===== src/rtl/game_pkg.sv =====
// -----------------------------------------------------------------------------
// game_pkg
// Shared types and constants for the game link transmit path.
//   tx_state_t     : states of the UART transmit scheduler FSM
//   CH_*           : fixed channel indices of the byte producers
//   UART_N_CH      : number of producers sharing the UART transmit FIFO
//   sat_add8()     : 8-bit saturating add used by the overwrite counter
// -----------------------------------------------------------------------------
package game_pkg;

  typedef enum logic [1:0] {
    TX_IDLE,
    TX_ISSUE,
    TX_GAP
  } tx_state_t;

  localparam int CH_GAME_STATE = 0;
  localparam int CH_GLOVES     = 1;
  localparam int CH_MOUSE      = 2;
  localparam int CH_SCORE      = 3;

  localparam int UART_N_CH = 4;

  // Adds a small per-cycle increment and clamps at 8'hFF.
  function automatic logic [7:0] sat_add8(input logic [7:0] a, input logic [3:0] b);
    logic [8:0] sum;
    sum = {1'b0, a} + {5'b0, b};
    return sum[8] ? 8'hFF : sum[7:0];
  endfunction

endpackage


===== src/rtl/uart_tx_scheduler_rr_arbiter.sv =====
// -----------------------------------------------------------------------------
// rr_arbiter
// Combinational round-robin grant selection. Picks the first set bit of the
// pending mask strictly after the last-granted index, wrapping N_CH-1 -> 0.
//   i_pending      in  N_CH    request mask
//   i_rr_ptr       in  IDX_W   index granted last time
//   o_grant        out IDX_W   selected channel (0 when nothing pending)
//   o_grant_valid  out 1       at least one request present
// -----------------------------------------------------------------------------
module rr_arbiter #(
  parameter int N_CH = 4
) (
  input  logic [N_CH-1:0]         i_pending,
  input  logic [$clog2(N_CH)-1:0] i_rr_ptr,
  output logic [$clog2(N_CH)-1:0] o_grant,
  output logic                    o_grant_valid
);

  localparam int IDX_W = $clog2(N_CH);

  // w_cand[k] is the channel examined at search distance k+1 from the pointer;
  // the modulo keeps non-power-of-two channel counts from wrapping at 2**IDX_W.
  logic [IDX_W-1:0] w_cand [N_CH];

  generate
    for (genvar gi = 0; gi < N_CH; gi++) begin : g_cand
      assign w_cand[gi] = IDX_W'((int'(i_rr_ptr) + gi + 1) % N_CH);
    end
  endgenerate

  // Scan from the farthest candidate down so the nearest pending one wins.
  always_comb begin
    o_grant       = '0;
    o_grant_valid = 1'b0;
    for (int k = N_CH - 1; k >= 0; k--) begin
      if (i_pending[w_cand[k]]) begin
        o_grant       = w_cand[k];
        o_grant_valid = 1'b1;
      end
    end
  end

endmodule


===== src/rtl/uart_tx_scheduler.sv =====
// -----------------------------------------------------------------------------
// uart_tx_scheduler
// Shares one UART transmit FIFO between the game byte producers. Each channel
// presents a level byte; a change against the last byte sent queues it (one
// slot per channel, latest value wins) and queued bytes are written round-robin
// as single-cycle wr_uart strobes separated by at least GAP_CYCLES idle clocks.
//
// Ports
//   clk      in   1       system clock
//   rst      in   1       asynchronous active-low reset
//   ch_data  in   N_CH*8  channel i byte is ch_data[8*i +: 8]
//   tx_full  in   1       UART TX FIFO full; blocks new grants
//   w_data   out  8       byte to the UART, valid while wr_uart=1
//   wr_uart  out  1       one-cycle write strobe
//   pending  out  N_CH    per-channel byte queued and not yet written
//   ovr_cnt  out  8       saturating count of queued bytes replaced before send
//
// Build option
//   UART_TX_REFRESH_EN : when defined, every REFRESH_CYCLES clocks all idle
//                        channels re-queue their current byte so a late peer
//                        resynchronises. Undefined: bytes go out only on change.
// -----------------------------------------------------------------------------
module uart_tx_scheduler
  import game_pkg::*;
#(
  parameter int N_CH           = UART_N_CH,
  parameter int GAP_CYCLES     = 16,
  parameter int REFRESH_CYCLES = 1_000_000
) (
  input  logic              clk,
  input  logic              rst,
  input  logic [N_CH*8-1:0] ch_data,
  input  logic              tx_full,
  output logic [7:0]        w_data,
  output logic              wr_uart,
  output logic [N_CH-1:0]   pending,
  output logic [7:0]        ovr_cnt
);

  localparam int IDX_W = $clog2(N_CH);
  localparam int GAP_W = $clog2(GAP_CYCLES + 1);

  tx_state_t         r_state;
  logic [GAP_W-1:0]  r_gap_cnt;
  logic [IDX_W-1:0]  r_rr;
  logic [7:0]        r_w_data;
  logic              r_wr_uart;
  logic [7:0]        r_ovr_cnt;

  logic [N_CH-1:0]   w_pending;
  logic [N_CH-1:0]   w_ovr_hit;
  logic [7:0]        w_hold [N_CH];
  logic [3:0]        w_ovr_inc;
  logic [IDX_W-1:0]  w_grant;
  logic              w_grant_valid;
  logic              w_grant_fire;
  logic              w_refresh;

  rr_arbiter #(
    .N_CH(N_CH)
  ) u_rr_arbiter (
    .i_pending     (w_pending),
    .i_rr_ptr      (r_rr),
    .o_grant       (w_grant),
    .o_grant_valid (w_grant_valid)
  );

  // A grant may also fire on the last GAP clock so consecutive writes are
  // exactly GAP_CYCLES+1 clocks apart instead of losing a cycle to IDLE.
  assign w_grant_fire = w_grant_valid && !tx_full &&
                        ((r_state == TX_IDLE) ||
                         ((r_state == TX_GAP) && (r_gap_cnt == GAP_W'(GAP_CYCLES - 1))));

`ifdef UART_TX_REFRESH_EN
  localparam int REF_W = (REFRESH_CYCLES > 1) ? $clog2(REFRESH_CYCLES) : 1;
  logic [REF_W-1:0] r_ref_cnt;

  always_ff @(posedge clk or negedge rst) begin
    if (!rst) begin
      r_ref_cnt <= '0;
    end else if (r_ref_cnt == REF_W'(REFRESH_CYCLES - 1)) begin
      r_ref_cnt <= '0;
    end else begin
      r_ref_cnt <= r_ref_cnt + 1'b1;
    end
  end

  assign w_refresh = (r_ref_cnt == REF_W'(REFRESH_CYCLES - 1));
`else
  assign w_refresh = 1'b0;
`endif

  // Per-channel change detection and single-entry queue.
  generate
    for (genvar gi = 0; gi < N_CH; gi++) begin : g_ch
      logic [7:0] w_ch;
      logic       w_issue_ch;
      logic [7:0] r_hold;
      logic [7:0] r_last_sent;
      logic       r_pend;

      assign w_ch       = ch_data[8*gi +: 8];
      assign w_issue_ch = (r_state == TX_ISSUE) && (r_rr == IDX_W'(gi));
      // The channel being written this cycle may take a new byte without
      // counting it as an overwrite: the old byte is already on its way out.
      assign w_ovr_hit[gi] = r_pend && !w_issue_ch && (w_ch != r_hold);
      assign w_hold[gi]    = r_hold;
      assign w_pending[gi] = r_pend;

      always_ff @(posedge clk or negedge rst) begin
        if (!rst) begin
          r_hold      <= '0;
          r_last_sent <= '0;
          r_pend      <= 1'b0;
        end else begin
          if (w_grant_fire && (w_grant == IDX_W'(gi))) begin
            r_last_sent <= r_hold;
          end
          if (w_issue_ch) begin
            if (w_ch != r_hold) begin
              r_hold <= w_ch;
            end else begin
              r_pend <= 1'b0;
            end
          end else if (r_pend) begin
            if (w_ch != r_hold) begin
              r_hold <= w_ch;
            end
          end else if ((w_ch != r_last_sent) || w_refresh) begin
            r_hold <= w_ch;
            r_pend <= 1'b1;
          end
        end
      end
    end
  endgenerate

  always_comb begin
    w_ovr_inc = '0;
    for (int i = 0; i < N_CH; i++) begin
      w_ovr_inc = w_ovr_inc + 4'(w_ovr_hit[i]);
    end
  end

  always_ff @(posedge clk or negedge rst) begin
    if (!rst) begin
      r_state   <= TX_IDLE;
      r_gap_cnt <= '0;
      r_rr      <= IDX_W'(N_CH - 1);
      r_w_data  <= '0;
      r_wr_uart <= 1'b0;
      r_ovr_cnt <= '0;
    end else begin
      r_ovr_cnt <= sat_add8(r_ovr_cnt, w_ovr_inc);
      r_wr_uart <= 1'b0;
      if (w_grant_fire) begin
        r_state   <= TX_ISSUE;
        r_w_data  <= w_hold[w_grant];
        r_wr_uart <= 1'b1;
        r_rr      <= w_grant;
      end else begin
        case (r_state)
          TX_IDLE: begin
            r_state <= TX_IDLE;
          end
          TX_ISSUE: begin
            r_state   <= TX_GAP;
            r_gap_cnt <= '0;
          end
          TX_GAP: begin
            if (r_gap_cnt == GAP_W'(GAP_CYCLES - 1)) begin
              r_state <= TX_IDLE;
            end else begin
              r_gap_cnt <= r_gap_cnt + 1'b1;
            end
          end
          default: begin
            r_state <= TX_IDLE;
          end
        endcase
      end
    end
  end

  assign w_data  = r_w_data;
  assign wr_uart = r_wr_uart;
  assign pending = w_pending;
  assign ovr_cnt = r_ovr_cnt;

endmodule

===== config.mk =====
export PLATFORM = sky130hd
export DESIGN_NAME = uart_tx_scheduler
export DESIGN_NICKNAME = d
export VERILOG_FILES = /design/src/rtl/game_pkg.sv /design/src/rtl/uart_tx_scheduler_rr_arbiter.sv /design/src/rtl/uart_tx_scheduler.sv
export SDC_FILE = /design/constraint.sdc
export NUM_CORES = 1
export LEC_CHECK = 0
export ABC_AREA = 1
export CAP_MARGIN = 20
export CORE_ASPECT_RATIO = 0.7
export CORE_MARGIN = 4
export CORE_UTILIZATION = 50
export CTS_CLUSTER_DIAMETER = 120
export DETAILED_ROUTE_END_ITERATION = 10
export PLACE_DENSITY = 0.78
export SYNTH_ARGS = -nofsm -noshare
export SYNTH_HDL_FRONTEND = slang
export SYNTH_SLANG_ARGS = --single-unit

===== constraint.sdc =====
create_clock -name clk -period 4.3 [get_ports clk]
set_input_delay 1.075 -clock clk [delete_from_list [all_inputs] [get_ports clk]]
set_output_delay 1.075 -clock clk [all_outputs]
set_load 0.02 [all_outputs]

==> results of run 1 <==
## power breakdown
group          switching, W  leakage, nW  internal [W]
registers          0.000210         1.13       0.00115
logic               0.00127         1.98      0.000716
clock network      0.000334        0.159      0.000567
total               0.00181         3.27       0.00244
## Yosys cell counts, drive strengths merged, types with 11 or more instances
master    n
nand4    24
ha       11
dfrtp    92
o21ai    61
xor2     17
inv      72
or2      33
nor2     21
nand3    53
buf      16
a21oi    16
nand2   265
## area by class of cell
type                    count  area [sq um]  area share, %
multi-input cells         522          2700           41.9
clock inverters             6           110           1.71
well taps                 148           185           2.87
flip-flops and latches     94          2350           36.5
clock buffers              10           229           3.55
repair buffers             58           591           9.17
inverters                  72           275           4.27
## metal layers
metal / GRT usage, % / share of wire [%] / vias up
met5: 0 / 0 / -
met1: 30.3 / 49 / 2191
li1: - / - / 2351
met4: 5.45 / 1.2 / 0
met2: 32.2 / 44 / 129
met3: 4.91 / 6.1 / 20
## sequential cells by signal, summed over array words and instances (netlist names)
name	count
g_ch.r_hold	32
g_ch.r_pend	4
r_rr	2
w_data	8
r_gap_cnt	5
g_ch.r_last_sent	32
r_state	2
wr_uart	1
ovr_cnt	8
## worst paths after layout
kind / start / endpoint / depth (start not counted)
min in group asynchronous: rst / g_ch[2].r_hold[5]$_DFFE_PN0P_ / 1
setup / recovery: ch_data[19] / ovr_cnt[4]$_DFF_PN0_ / 18
setup reg to reg: r_rr[0]$_DFFE_PN1P_ / ovr_cnt[4]$_DFF_PN0_ / 16
hold / removal: g_ch[3].r_last_sent[2]$_DFFE_PN0P_ / g_ch[3].r_last_sent[2]$_DFFE_PN0P_ / 2
max in group asynchronous: rst / g_ch[3].r_last_sent[1]$_DFFE_PN0P_ / 3
hold reg to reg: g_ch[3].r_last_sent[2]$_DFFE_PN0P_ / g_ch[3].r_last_sent[2]$_DFFE_PN0P_ / 2
## worst max-delay path, stage by stage
cell and delay, ns:
clkdlybuf4s50_1 0.49, or2_2 0.32, nand4_1 0.09, nor2_1 0.05, nand2_1 0.10, nand3_1 0.15, fa_1 0.51, fa_1 0.45
inv_1 0.08, fa_1 0.18, nand2_1 0.06, nor2_1 0.09, inv_1 0.05, nor2_1 0.11, nand2_1 0.08, inv_1 0.08
nand2_1 0.13, o21ai_0 0.12
## cells by family after synthesis
logic type / count (synthesis) / share of synthesized area (%)
compound gates: 78 / 7.78
flops: 94 / 43.0
simple gates: 405 / 33.9
fa+ha+maj: 14 / 3.61
buf+inv: 92 / 7.62
xor+xnor: 25 / 4.00
## placed cells by master (no fill, tap or decap), drive strengths merged
cell | netlist | final
buf | 16 | 4
xnor2 | 8 | 8
inv | 72 | 72
clkdlybuf4s50 | 0 | 54
a21oi | 16 | 16
dfrtp | 92 | 92
dfstp | 2 | 2
nand4 | 24 | 24
nand3b | 1 | 1
xor2 | 17 | 17
clkinvlp | 0 | 2
nand2 | 265 | 265
fa | 3 | 3
ha | 11 | 11
or2 | 33 | 33
nor3 | 8 | 8
o21ai | 61 | 61
a31oi | 1 | 1
clkinv | 0 | 1
nor2 | 21 | 21
nand3 | 53 | 53
clkbuf | 4 | 10
bufinv | 0 | 3
## stage by stage
| stage | std cells | total power, W |
|---|---|---|
| finish | 910 | 0.00425 |
| global route | 910 | 0.00458 |
| CTS | 909 | 0.00425 |
| detailed placement | 893 | 0.00334 |
| global placement | 893 | 0.00327 |
| floorplan | 708 | 0.00285 |
==> out/qor.csv, run 1 <==
stage,metric,value,unit
timing,min cycle time layout,3.96,ns
synthesis,post-synthesis async set-or-reset flop share,100,%
timing,Final Skew,0.00819,ns
timing,setup TNS,0,ns
timing,WHS,0.492,ns
critical_path,CP Class,primary input to flop,
timing,Final setup viols,0,
clock_network,CTS buffer count,9,
final_layout,share of layout cells above drive strength 1,11.5,%
critical_path,arrival time at the worst endpoint,4.22,ns
clock_network,Max Buffers Root-to-Sink,2,
timing,Slew @ Worst Pin,0.712,ns
timing,Final Hold Fails,0,
placed_design,Place WS,0.0458,ns
routing,First DRT Iteration DRCs,352,
clock_network,CTS Sinks,94,
clock_network,clk slew on worst S/H paths,0.07,ns
clock_network,Worst-Skew Late Latency,0.35,ns
floorplanning,Die Wd,133,um
synthesis,"area leader, netlist",dfrtp_1,
global_routing,initial antenna violation count,0,
synthesis,ys flop type,dfrtp_1,
final_layout,Ant. Diodes,0,
placed_design,GP Congestion,0.886,
final_layout,final instance area,6440,sq um
final_layout,Synth-to-Final Area Change,17.8,%
placed_design,DP Wirelength,9350,um
synthesis,"EDFF count, synth",0,
floorplanning,Core Region,10500,sq um
critical_path,flop-to-flop setup slack,0.94,ns
floorplanning,Die Span Y,95.5,um
placed_design,port bufs,55,
hold_path,worst min path class,flop to flop,
timing,setup slack after layout,0.343,ns
routing,DR vias/cell,5.15,
power,VDD IR max,301,uV
floorplanning,Die Area,12700,sq um
clock_network,post_cts resized,0,
synthesis,register area share after synthesis,43.0,%
placed_design,placed inst area,6080,sq um
floorplanning,Starting Density,52.0,%
synthesis,Cells after Synth,708,
routing,drt wl/cell,13.9,um
power,PwrDens,659,nW/um^2
final_layout,# fillers,895,
routing,via count,4691,
final_layout,# nets final,806,
run,Max Cap Viol,0,
timing,relative slew slack,52.5,%
global_routing,GRT Util Overall,21.1,%
routing,drt drc,0,
synthesis,synthesized area per cell,7.73,sq um
timing,RSZ-0062 raised after global routing,no,
synthesis,Synth Warn #,0,
critical_path,Startpoint Class,primary input,
floorplanning,IO Pins,56,
timing,crit share post-route,92.0,%
routing,DRT antenna net count,0,
global_routing,largest net degree at the start of global routing,83,
clock_network,H-tree level count,3,
routing,DR pass1 iterations,4,
clock_network,Root Buffer,clkbuf_16,
global_routing,grt ovf,0,
synthesis,dominant cells by area after synthesis,"dfrtp_1 (42%), nand2_1 (17%), inv_1 (4.7%), nand3_1 (4.5%), o21ai_0 (4.1%)",
timing,Final Slew Violations,0,
outcome,status,finished clean,
floorplanning,Site Rows,31,
critical_path,Critical Path Sink Type,flop,
clock_network,hold buffer count at cts,0,
critical_path,crit path max fanout,6,
timing,f_max,0.253,GHz
critical_path,CP required,4.56,ns
global_routing,number of global-route vias before repair,4493,
routing,final WL,12600,um
synthesis,Seq cells post-synth,94,
synthesis,syn_nets,757,
final_layout,final core occ,61.3,%
clock_network,# Post-CTS Setup Buffers,0,
clock_network,CTS tree,yes,
synthesis,"Cell Area, Synth",5470,sq um
synthesis,synth unique cells,32,
global_routing,first-pass GRT wire length,21400,um
synthesis,share of the synthesized area in the top cell type,42.1,%
power,Static Leakage,3.27,nW
Power figures use the tool's default switching activity.
==> run 2: changes to the inputs <==
CTS_CLUSTER_DIAMETER = 50   (was 120)
CTS_CLUSTER_SIZE = 10   (was not set)
TNS_END_PERCENT = 30   (was not set)
==> results of run 2 <==
The final DEF is identical to that of run 1; final timing and power are the same.
